`src/rtl/riscv_ctrl_pkg.sv`:
```
// Shared control definitions for the RV32I multicycle controller: states, opcodes, ALU classes, immediate formats.
// The ILLEGAL state exists only when CU_ILLEGAL_TRAP_EN is defined.
package riscv_ctrl_pkg;

`ifdef CU_ILLEGAL_TRAP_EN
    typedef enum logic [3:0] {
        S_FETCH    = 4'd0,
        S_DECODE   = 4'd1,
        S_MEMADR   = 4'd2,
        S_MEMREAD  = 4'd3,
        S_MEMWB    = 4'd4,
        S_MEMWRITE = 4'd5,
        S_EXECR    = 4'd6,
        S_EXECI    = 4'd7,
        S_ALUWB    = 4'd8,
        S_BRANCH   = 4'd9,
        S_JAL      = 4'd10,
        S_ILLEGAL  = 4'd11
    } state_t;
`else
    typedef enum logic [3:0] {
        S_FETCH    = 4'd0,
        S_DECODE   = 4'd1,
        S_MEMADR   = 4'd2,
        S_MEMREAD  = 4'd3,
        S_MEMWB    = 4'd4,
        S_MEMWRITE = 4'd5,
        S_EXECR    = 4'd6,
        S_EXECI    = 4'd7,
        S_ALUWB    = 4'd8,
        S_BRANCH   = 4'd9,
        S_JAL      = 4'd10
    } state_t;
`endif

    localparam logic [6:0] OP_LOAD   = 7'b0000011;
    localparam logic [6:0] OP_STORE  = 7'b0100011;
    localparam logic [6:0] OP_RTYPE  = 7'b0110011;
    localparam logic [6:0] OP_ITYPE  = 7'b0010011;
    localparam logic [6:0] OP_BRANCH = 7'b1100011;
    localparam logic [6:0] OP_JAL    = 7'b1101111;

    localparam logic [1:0] ALUOP_ADD    = 2'b00;
    localparam logic [1:0] ALUOP_BRANCH = 2'b01;
    localparam logic [1:0] ALUOP_RTYPE  = 2'b10;

    localparam logic [1:0] IMM_I = 2'b00;
    localparam logic [1:0] IMM_S = 2'b01;
    localparam logic [1:0] IMM_B = 2'b10;
    localparam logic [1:0] IMM_J = 2'b11;

endpackage

```
`src/rtl/control_unit_imm_decoder.sv`:
```
// Immediate format select from the opcode; purely combinational, I-format by default.
module control_unit_imm_decoder
    import riscv_ctrl_pkg::*;
(
    input  logic [6:0] op,
    output logic [1:0] imm_src
);

    always_comb begin
        imm_src = IMM_I;
        case (op)
            OP_STORE:  imm_src = IMM_S;
            OP_BRANCH: imm_src = IMM_B;
            OP_JAL:    imm_src = IMM_J;
            default:   imm_src = IMM_I;
        endcase
    end

endmodule

```
`src/rtl/control_unit_main_fsm.sv`:
```
// Multicycle RV32I main controller: fetch/decode/execute/memory/writeback sequencing with memory stall.
// CU_ILLEGAL_TRAP_EN traps unknown opcodes in a sticky ILLEGAL state; otherwise they run as NOPs.
module control_unit_main_fsm
    import riscv_ctrl_pkg::*;
(
    input  logic       clk,
    input  logic       rst,
    input  logic [6:0] op,
    input  logic       mem_ready,
    input  logic       branch_taken,
    output logic       pc_write,
    output logic       ir_write,
    output logic       reg_write,
    output logic       mem_write,
    output logic       adr_src,
    output logic [1:0] alu_src_a,
    output logic [1:0] alu_src_b,
    output logic [1:0] result_src,
    output logic [1:0] imm_src,
    output logic [1:0] alu_op,
    output logic       instr_done,
`ifdef CU_ILLEGAL_TRAP_EN
    output logic       illegal_instr,
`endif
    output logic [3:0] state_dbg
);

    state_t state;
    logic   pc_update;
    logic   branch;
    logic   ir_load;
    logic   rf_we;
    logic   dm_we;
    logic   done;

    always_ff @(posedge clk) begin
        if (rst) begin
            state <= S_FETCH;
        end else begin
            case (state)
                S_FETCH:    if (mem_ready) state <= S_DECODE;
                S_DECODE: begin
                    case (op)
                        OP_LOAD, OP_STORE: state <= S_MEMADR;
                        OP_RTYPE:          state <= S_EXECR;
                        OP_ITYPE:          state <= S_EXECI;
                        OP_BRANCH:         state <= S_BRANCH;
                        OP_JAL:            state <= S_JAL;
`ifdef CU_ILLEGAL_TRAP_EN
                        default:           state <= S_ILLEGAL;
`else
                        default:           state <= S_FETCH;
`endif
                    endcase
                end
                S_MEMADR:   state <= (op == OP_LOAD) ? S_MEMREAD : S_MEMWRITE;
                S_MEMREAD:  if (mem_ready) state <= S_MEMWB;
                S_MEMWB:    state <= S_FETCH;
                S_MEMWRITE: if (mem_ready) state <= S_FETCH;
                S_EXECR:    state <= S_ALUWB;
                S_EXECI:    state <= S_ALUWB;
                S_ALUWB:    state <= S_FETCH;
                S_BRANCH:   state <= S_FETCH;
                S_JAL:      state <= S_ALUWB;
`ifdef CU_ILLEGAL_TRAP_EN
                S_ILLEGAL:  state <= S_ILLEGAL;
`endif
                default:    state <= S_FETCH;
            endcase
        end
    end

    always_comb begin
        pc_update  = 1'b0;
        branch     = 1'b0;
        ir_load    = 1'b0;
        rf_we      = 1'b0;
        dm_we      = 1'b0;
        done       = 1'b0;
        adr_src    = 1'b0;
        alu_src_a  = 2'b00;
        alu_src_b  = 2'b00;
        result_src = 2'b00;
        alu_op     = ALUOP_ADD;
        case (state)
            S_FETCH: begin
                alu_src_b  = 2'b10;
                result_src = 2'b10;
                ir_load    = mem_ready;
                pc_update  = mem_ready;
            end
            S_DECODE: begin
                alu_src_a = 2'b01;
                alu_src_b = 2'b01;
`ifndef CU_ILLEGAL_TRAP_EN
                done = !(op inside {OP_LOAD, OP_STORE, OP_RTYPE, OP_ITYPE, OP_BRANCH, OP_JAL});
`endif
            end
            S_MEMADR: begin
                alu_src_a = 2'b10;
                alu_src_b = 2'b01;
            end
            S_MEMREAD:  adr_src = 1'b1;
            S_MEMWB: begin
                result_src = 2'b01;
                rf_we      = 1'b1;
                done       = 1'b1;
            end
            S_MEMWRITE: begin
                adr_src = 1'b1;
                dm_we   = 1'b1;
                done    = mem_ready;
            end
            S_EXECR: begin
                alu_src_a = 2'b10;
                alu_op    = ALUOP_RTYPE;
            end
            S_EXECI: begin
                alu_src_a = 2'b10;
                alu_src_b = 2'b01;
                alu_op    = ALUOP_RTYPE;
            end
            S_ALUWB: begin
                rf_we = 1'b1;
                done  = 1'b1;
            end
            S_BRANCH: begin
                alu_src_a = 2'b10;
                alu_op    = ALUOP_BRANCH;
                branch    = 1'b1;
                done      = 1'b1;
            end
            S_JAL: begin
                alu_src_a = 2'b01;
                alu_src_b = 2'b10;
                pc_update = 1'b1;
            end
            default: ;
        endcase
    end

    // Reset masks every write enable so an aborted instruction cannot commit anything.
    assign pc_write   = !rst && (pc_update || (branch && branch_taken));
    assign ir_write   = !rst && ir_load;
    assign reg_write  = !rst && rf_we;
    assign mem_write  = !rst && dm_we;
    assign instr_done = !rst && done;
    assign state_dbg  = state;

`ifdef CU_ILLEGAL_TRAP_EN
    assign illegal_instr = (state == S_ILLEGAL);
`endif

    control_unit_imm_decoder u_imm_decoder (
        .op      (op),
        .imm_src (imm_src)
    );

endmodule

```
`config.mk`:
```
export PLATFORM = sky130hd
export DESIGN_NAME = control_unit_main_fsm
export DESIGN_NICKNAME = d
export VERILOG_FILES = /design/src/rtl/riscv_ctrl_pkg.sv /design/src/rtl/control_unit_imm_decoder.sv /design/src/rtl/control_unit_main_fsm.sv
export SDC_FILE = /design/constraint.sdc
export NUM_CORES = 1
export LEC_CHECK = 0
export ABC_AREA = 1
export BUFFER_PORTS_ARGS = -buffer_cell sky130_fd_sc_hd__buf_4
export CAP_MARGIN = 20
export CORE_MARGIN = 8
export CORE_UTILIZATION = 35
export CTS_CLUSTER_SIZE = 20
export DETAILED_ROUTE_END_ITERATION = 12
export HOLD_SLACK_MARGIN = 0.06
export PLACE_DENSITY = 0.75
export SETUP_SLACK_MARGIN = 0.05
export SLEW_MARGIN = 0
export SYNTH_ARGS = -nofsm -noshare
export SYNTH_HDL_FRONTEND = slang
export SYNTH_SLANG_ARGS = --single-unit
```
`constraint.sdc`:
```
create_clock -name clk -period 1.5 [get_ports clk]
set_input_delay 0.15 -clock clk [delete_from_list [all_inputs] [get_ports clk]]
set_output_delay 0.15 -clock clk [all_outputs]
set_load 0.005 [all_outputs]
```
**Word level (Yosys, flattened, before mapping)**

Cells that the tools add are included.

- Logic and storage cells: 60
- Input bits: 11
- Output and inout bits: 20
- Register bits: 4

- Reduce and logical (&&, ||, !) cells: 22
- Mux-type cells: 18
- Equal/unequal tests: 19

Operators by type and width:

| cell | count |
|---|---|
| 4-bit one-hot mux with 6 select lines | 1 |
| 4-bit one-hot mux with 5 select lines | 1 |
| 4-bit by 3-bit == test with 1-bit output (second input constant) | 4 |
| 2-bit one-hot mux with 2 select lines | 4 |
| 7-bit by 6-bit == test with 1-bit output (second input constant) | 2 |
| 7-bit == test (second input constant) | 2 |
| 4-bit == test (second input constant) | 3 |
| 4-bit two-way mux | 3 |
| 2-bit OR reduction | 6 |
| 3-bit OR reduction | 3 |
| 4-bit by 2-bit == test with 1-bit output (second input constant) | 2 |
| 7-bit by 2-bit == test with 1-bit output (second input constant) | 1 |
| 7-bit by 5-bit == test with 1-bit output (second input constant) | 1 |
| 1-bit logical AND | 6 |
| 2-bit inequality test (second input constant) | 3 |
| 2-bit one-hot mux with 3 select lines | 1 |
| 6-bit nonzero test | 1 |
| 1-bit two-way mux | 5 |
| 4-bit by 1-bit == test with 1-bit output (second input constant) | 1 |
| 4-bit zero test | 1 |
| 4-bit OR reduction | 1 |
| 3-bit two-way mux | 1 |
| 1-bit one-hot mux with 3 select lines | 1 |
| 3-bit AND reduction | 1 |
| other kinds (3) | 4 |

**Depth between registers and ports, before layout**

- Word-level depth: 5
- Gate-level depth with buffers: 9
- Gate-level depth less buffers: 9

**By module**

Synthesis repeated with hierarchy kept, for this count alone.

- Cell total of the unflattened synthesis: 114
- Area, all modules: 594.3 sq um

By module, submodules not included:

| module | cells an instance | seq. area each (sq um) | area each (sq um) | times used |
|---|---|---|---|---|
| control_unit_main_fsm | 97 | 80.1 | 525.5 | 1 |
| control_unit_imm_decoder | 17 | 0.0 | 68.8 | 1 |

**Least setup slack after synthesis**

Ideal clock, no wire load.

- Path kind: register to output
- Start point: register state[0] (netlist: state_dbg[0])
- End point: output instr_done
- Path buffers: 0
- Arrival: 1,002 ps
- Stages on the path, launching flop included: 7
- Setup slack: 348 ps
- Data required time: 1,350 ps
- Cell sequence: dfxtp_1 -> nand2_4 -> inv_2 -> nand2_2 -> nor2_1 -> nor3_1 -> a21oi_1

- Word-level cells in the longest chain between the ends: 4
- Elaborated cells on any way between the ends: 8
- Those cells by class: 5 x eq/ne; 1 x mux; 2 x reduce/logical

RTL lines:

| element | RTL line | text |
|---|---|---|
| start, declared | control_unit_main_fsm.sv:28 | `state_t state;` |
| start signal, assigned | control_unit_main_fsm.sv:56 | `S_MEMADR: state <= (op == OP_LOAD) ? S_MEMREAD : S_MEMWRITE;` |
| 4-bit == test or 4-bit by 3-bit == test with 1-bit output (tied branches) | control_unit_main_fsm.sv:85 | `case (state)` |
| 3-bit OR reduction (no line) | - |  |
| 1-bit one-hot mux with 3 select lines * | control_unit_main_fsm.sv:85 |  |
| 1-bit logical AND * | control_unit_main_fsm.sv:147 | `assign instr_done = !rst && done;` |
| end, declared | control_unit_main_fsm.sv:21 | `output logic instr_done,` |

Every way passes the cells marked *; elsewhere a longest branch is shown, timed or not.

**Final worst setup path**

- Start point: register state[1] (netlist: state_dbg[1])
- End point: output instr_done

Same word-level chain as after synthesis.

==> summary.txt <==
Seq/Total Area, Yosys: 0.1517
Nets: 149
Gr usage total: 0.1065
DR pass1 iterations: 4
Initial Utilization: 0.3632
Synth top area cells: nand2_1 19%, dfxtp_1 15%, inv_1 14%, nor2_1 10%, nand3_1 9.5%
MaxCap Viol Count: 0
Initial antenna violation count: 0
Area Overhead vs Synth: 79.86%
Total wire length: 2014 um
RD Place Congestion: 0.8860
Placeable Area: 1454 um^2
Setup violators final: 0
Kind of critical path: reg2out
Top cells by count, synth: 27 x nand2_1, 20 x inv_1, 14 x nor2_1
Root Driver: clkbuf_4
Share of cells above drive strength 1: 0.5441
VDD IR max: 0.4614 mV
Die width: 54.84 um
I/O Buffers: 30
Placed inst area: 769.5 um^2
Ant. Diodes: 0
Setup Skew: 0.007991 ns
Hold slack: 0.1633 ns
Period minus WS final: 1.471 ns
Most common cell in the netlist: nand2_1
Cts hold-fix bufs: 0
# DRC: 0
Setup TNS: 0 ns
Finished Layout Cells: 152
Total CTS buffers: 3
Wire per inst: 13.25 um
Worst r2r dst: state_dbg[0]
Hold Vio Cnt, Final: 0
Top FF cell, synth: dfxtp_1
Fin crit share: 0.9805
Final ANT Viol Nets: 0
Row cnt: 14
F_max: 679.9 MHz
CTS H-tree depth: 1
Critical path's slowest cell: dfxtp_4
Cell leakage power: 0.5077 nW
Mapped Area: 528.0 um^2
Slew headroom: 0.8458
Avg Vias per Cell: 5.007
Worst path cell trace: inv_6 > nand2_8 > inv_4 > nand2_4 > nor2_2 > nor3_2 > a21oi_2 > buf_4
Least-Margin Pin Slew: 0.2289 ns
Status: complete, no violations
Hold Crit Depth: 2
Yosys warnings: 0
Gate Count Post-Synth: 98
Die ar.: 3007 um^2
Grt ovf: 0
Worst Hold Endpoint: state_dbg[2]
Worst Setup End Kind: output port
Largest net degree at the start of global routing: 10
R2R Setup Slk: 0.23 ns
Ys async rst share: 0
Critical path data required time: 1.35 ns
Die Ht: 54.84 um
Clock transition at the registers of the reported paths: 0.04 ns
Final-report max-slew violation count: 0
CP Data Arrival Time: 1.32 ns
Pwr Density: 458.2 nW/um^2
Startpoint Class: flip-flop
Yosys top cell area share: 0.1919
Clock sink count: 4
RSZ-0062 raised after global routing: true
Placed cell count: 143
Final non-filler cell area: 949.7 um^2
Post-synth EDFFs: 0
First-pass GRT wire length: 2408 um
Vias in the first global route: 617
First DRT Iteration DRCs: 29
Vias: 761
Worst skew pair latency: 0.24 ns
Syn_nets: 109
Hpwl dp: 1426 um
Clk buf depth: 2
Worst-case reg-to-reg path depth: 9
IO Pins: 31
TritonCTS clock tree: done
CP peak stage delay: 0.40 ns
Max FFs per register: 4
Power Total: 0.4351 mW
RR Startpoint: state_dbg[3]
Hold path startpoint: rst
Post-synth top area cell: nand2_1
Synthesized area per cell: 5.388 um^2
Crit-path max FO: 6
FF+latch count, synth: 4
Distinct cells, synth: 20
Hold Path Class: in2reg
[metrics by stage]
stage	utilization	worst slack, ns
after floorplan	-	0.3475
after global placement	0.5293	0.2174
after detailed placement	0.5293	0.1650
after CTS	0.5542	0.01526
after global routing	0.6532	-0.06240
final	0.6532	0.02920
[cell usage in the layout (no fill, tap or decap), types with 3 or more instances in the layout]
cell	n
nor2_1	8
buf_4	36
nor2_4	4
inv_4	4
nand2_1	23
dfxtp_4	3
inv_1	14
nand3_1	10
clkbuf_4	3
nand2_4	3
nor2_2	4
a21oi_2	4
inv_2	3
[metal layers]
| metal | vias to the layer above | GRT usage | part of all wire |
|---|---|---|---|
| met3 | 2 | 0.02446 | 0.11 |
| li1 | 380 | - | - |
| met5 | - | 0 | 0 |
| met2 | 37 | 0.2019 | 0.54 |
| met1 | 342 | 0.1055 | 0.35 |
| met4 | 0 | 0.04918 | 0.0089 |
[worst max-delay path: cells and delay by family (launching register included)]
kind	cells	cell delay [ns]
and+or+nand+nor	4	0.36
buffers and inverters	3	0.24
DFF	1	0.40
AOI/OAI and AO/OA	1	0.07
[final cells by class]
cell class	count	area, um^2
clock buffers	3	22.52
fillers	122	504.2
inverters	22	97.59
multi-input cells	71	446.7
flip-flops and latches	4	92.59
well taps	16	20.02
repair buffers	36	270.3
[worst max-delay path by stage]
stage                       from         end  depth (start not counted)
floorplan           state_dbg[0]  instr_done                          6
global placement    state_dbg[0]  instr_done                          6
detailed placement  state_dbg[0]  instr_done                          7
CTS                 state_dbg[1]  instr_done                          8
global route        state_dbg[2]  instr_done                          7
finish              state_dbg[1]  instr_done                          8
[report_power, final]
group	switching (mW)	leakage (nW)	internal [mW]	total [mW]
Combinational	0.0929	0.459	0.0909	0.184
Sequential	0.0129	0.0352	0.108	0.121
Clock	0.0414	0.0138	0.0892	0.131
[timing repair]
action | in CTS | in global routing
pin swaps | 2 | 9
gates resized for setup | 9 | 31
endpoints found under the setup margin | 5 | 6
endpoints found under the hold margin | 0 | 0
setup buffers | 0 | 6
[logic make-up (layout without fill, tap and decap cells)]
group | Yosys count | count (layout) | synth area share
buffers and inverters | 23 | 61 | 0.1635
flip-flops | 4 | 4 | 0.1517
AND/OR/NAND/NOR | 63 | 63 | 0.5925
AO/OA/AOI/OAI | 8 | 8 | 0.09242
(Power assumes the default switching activity.)
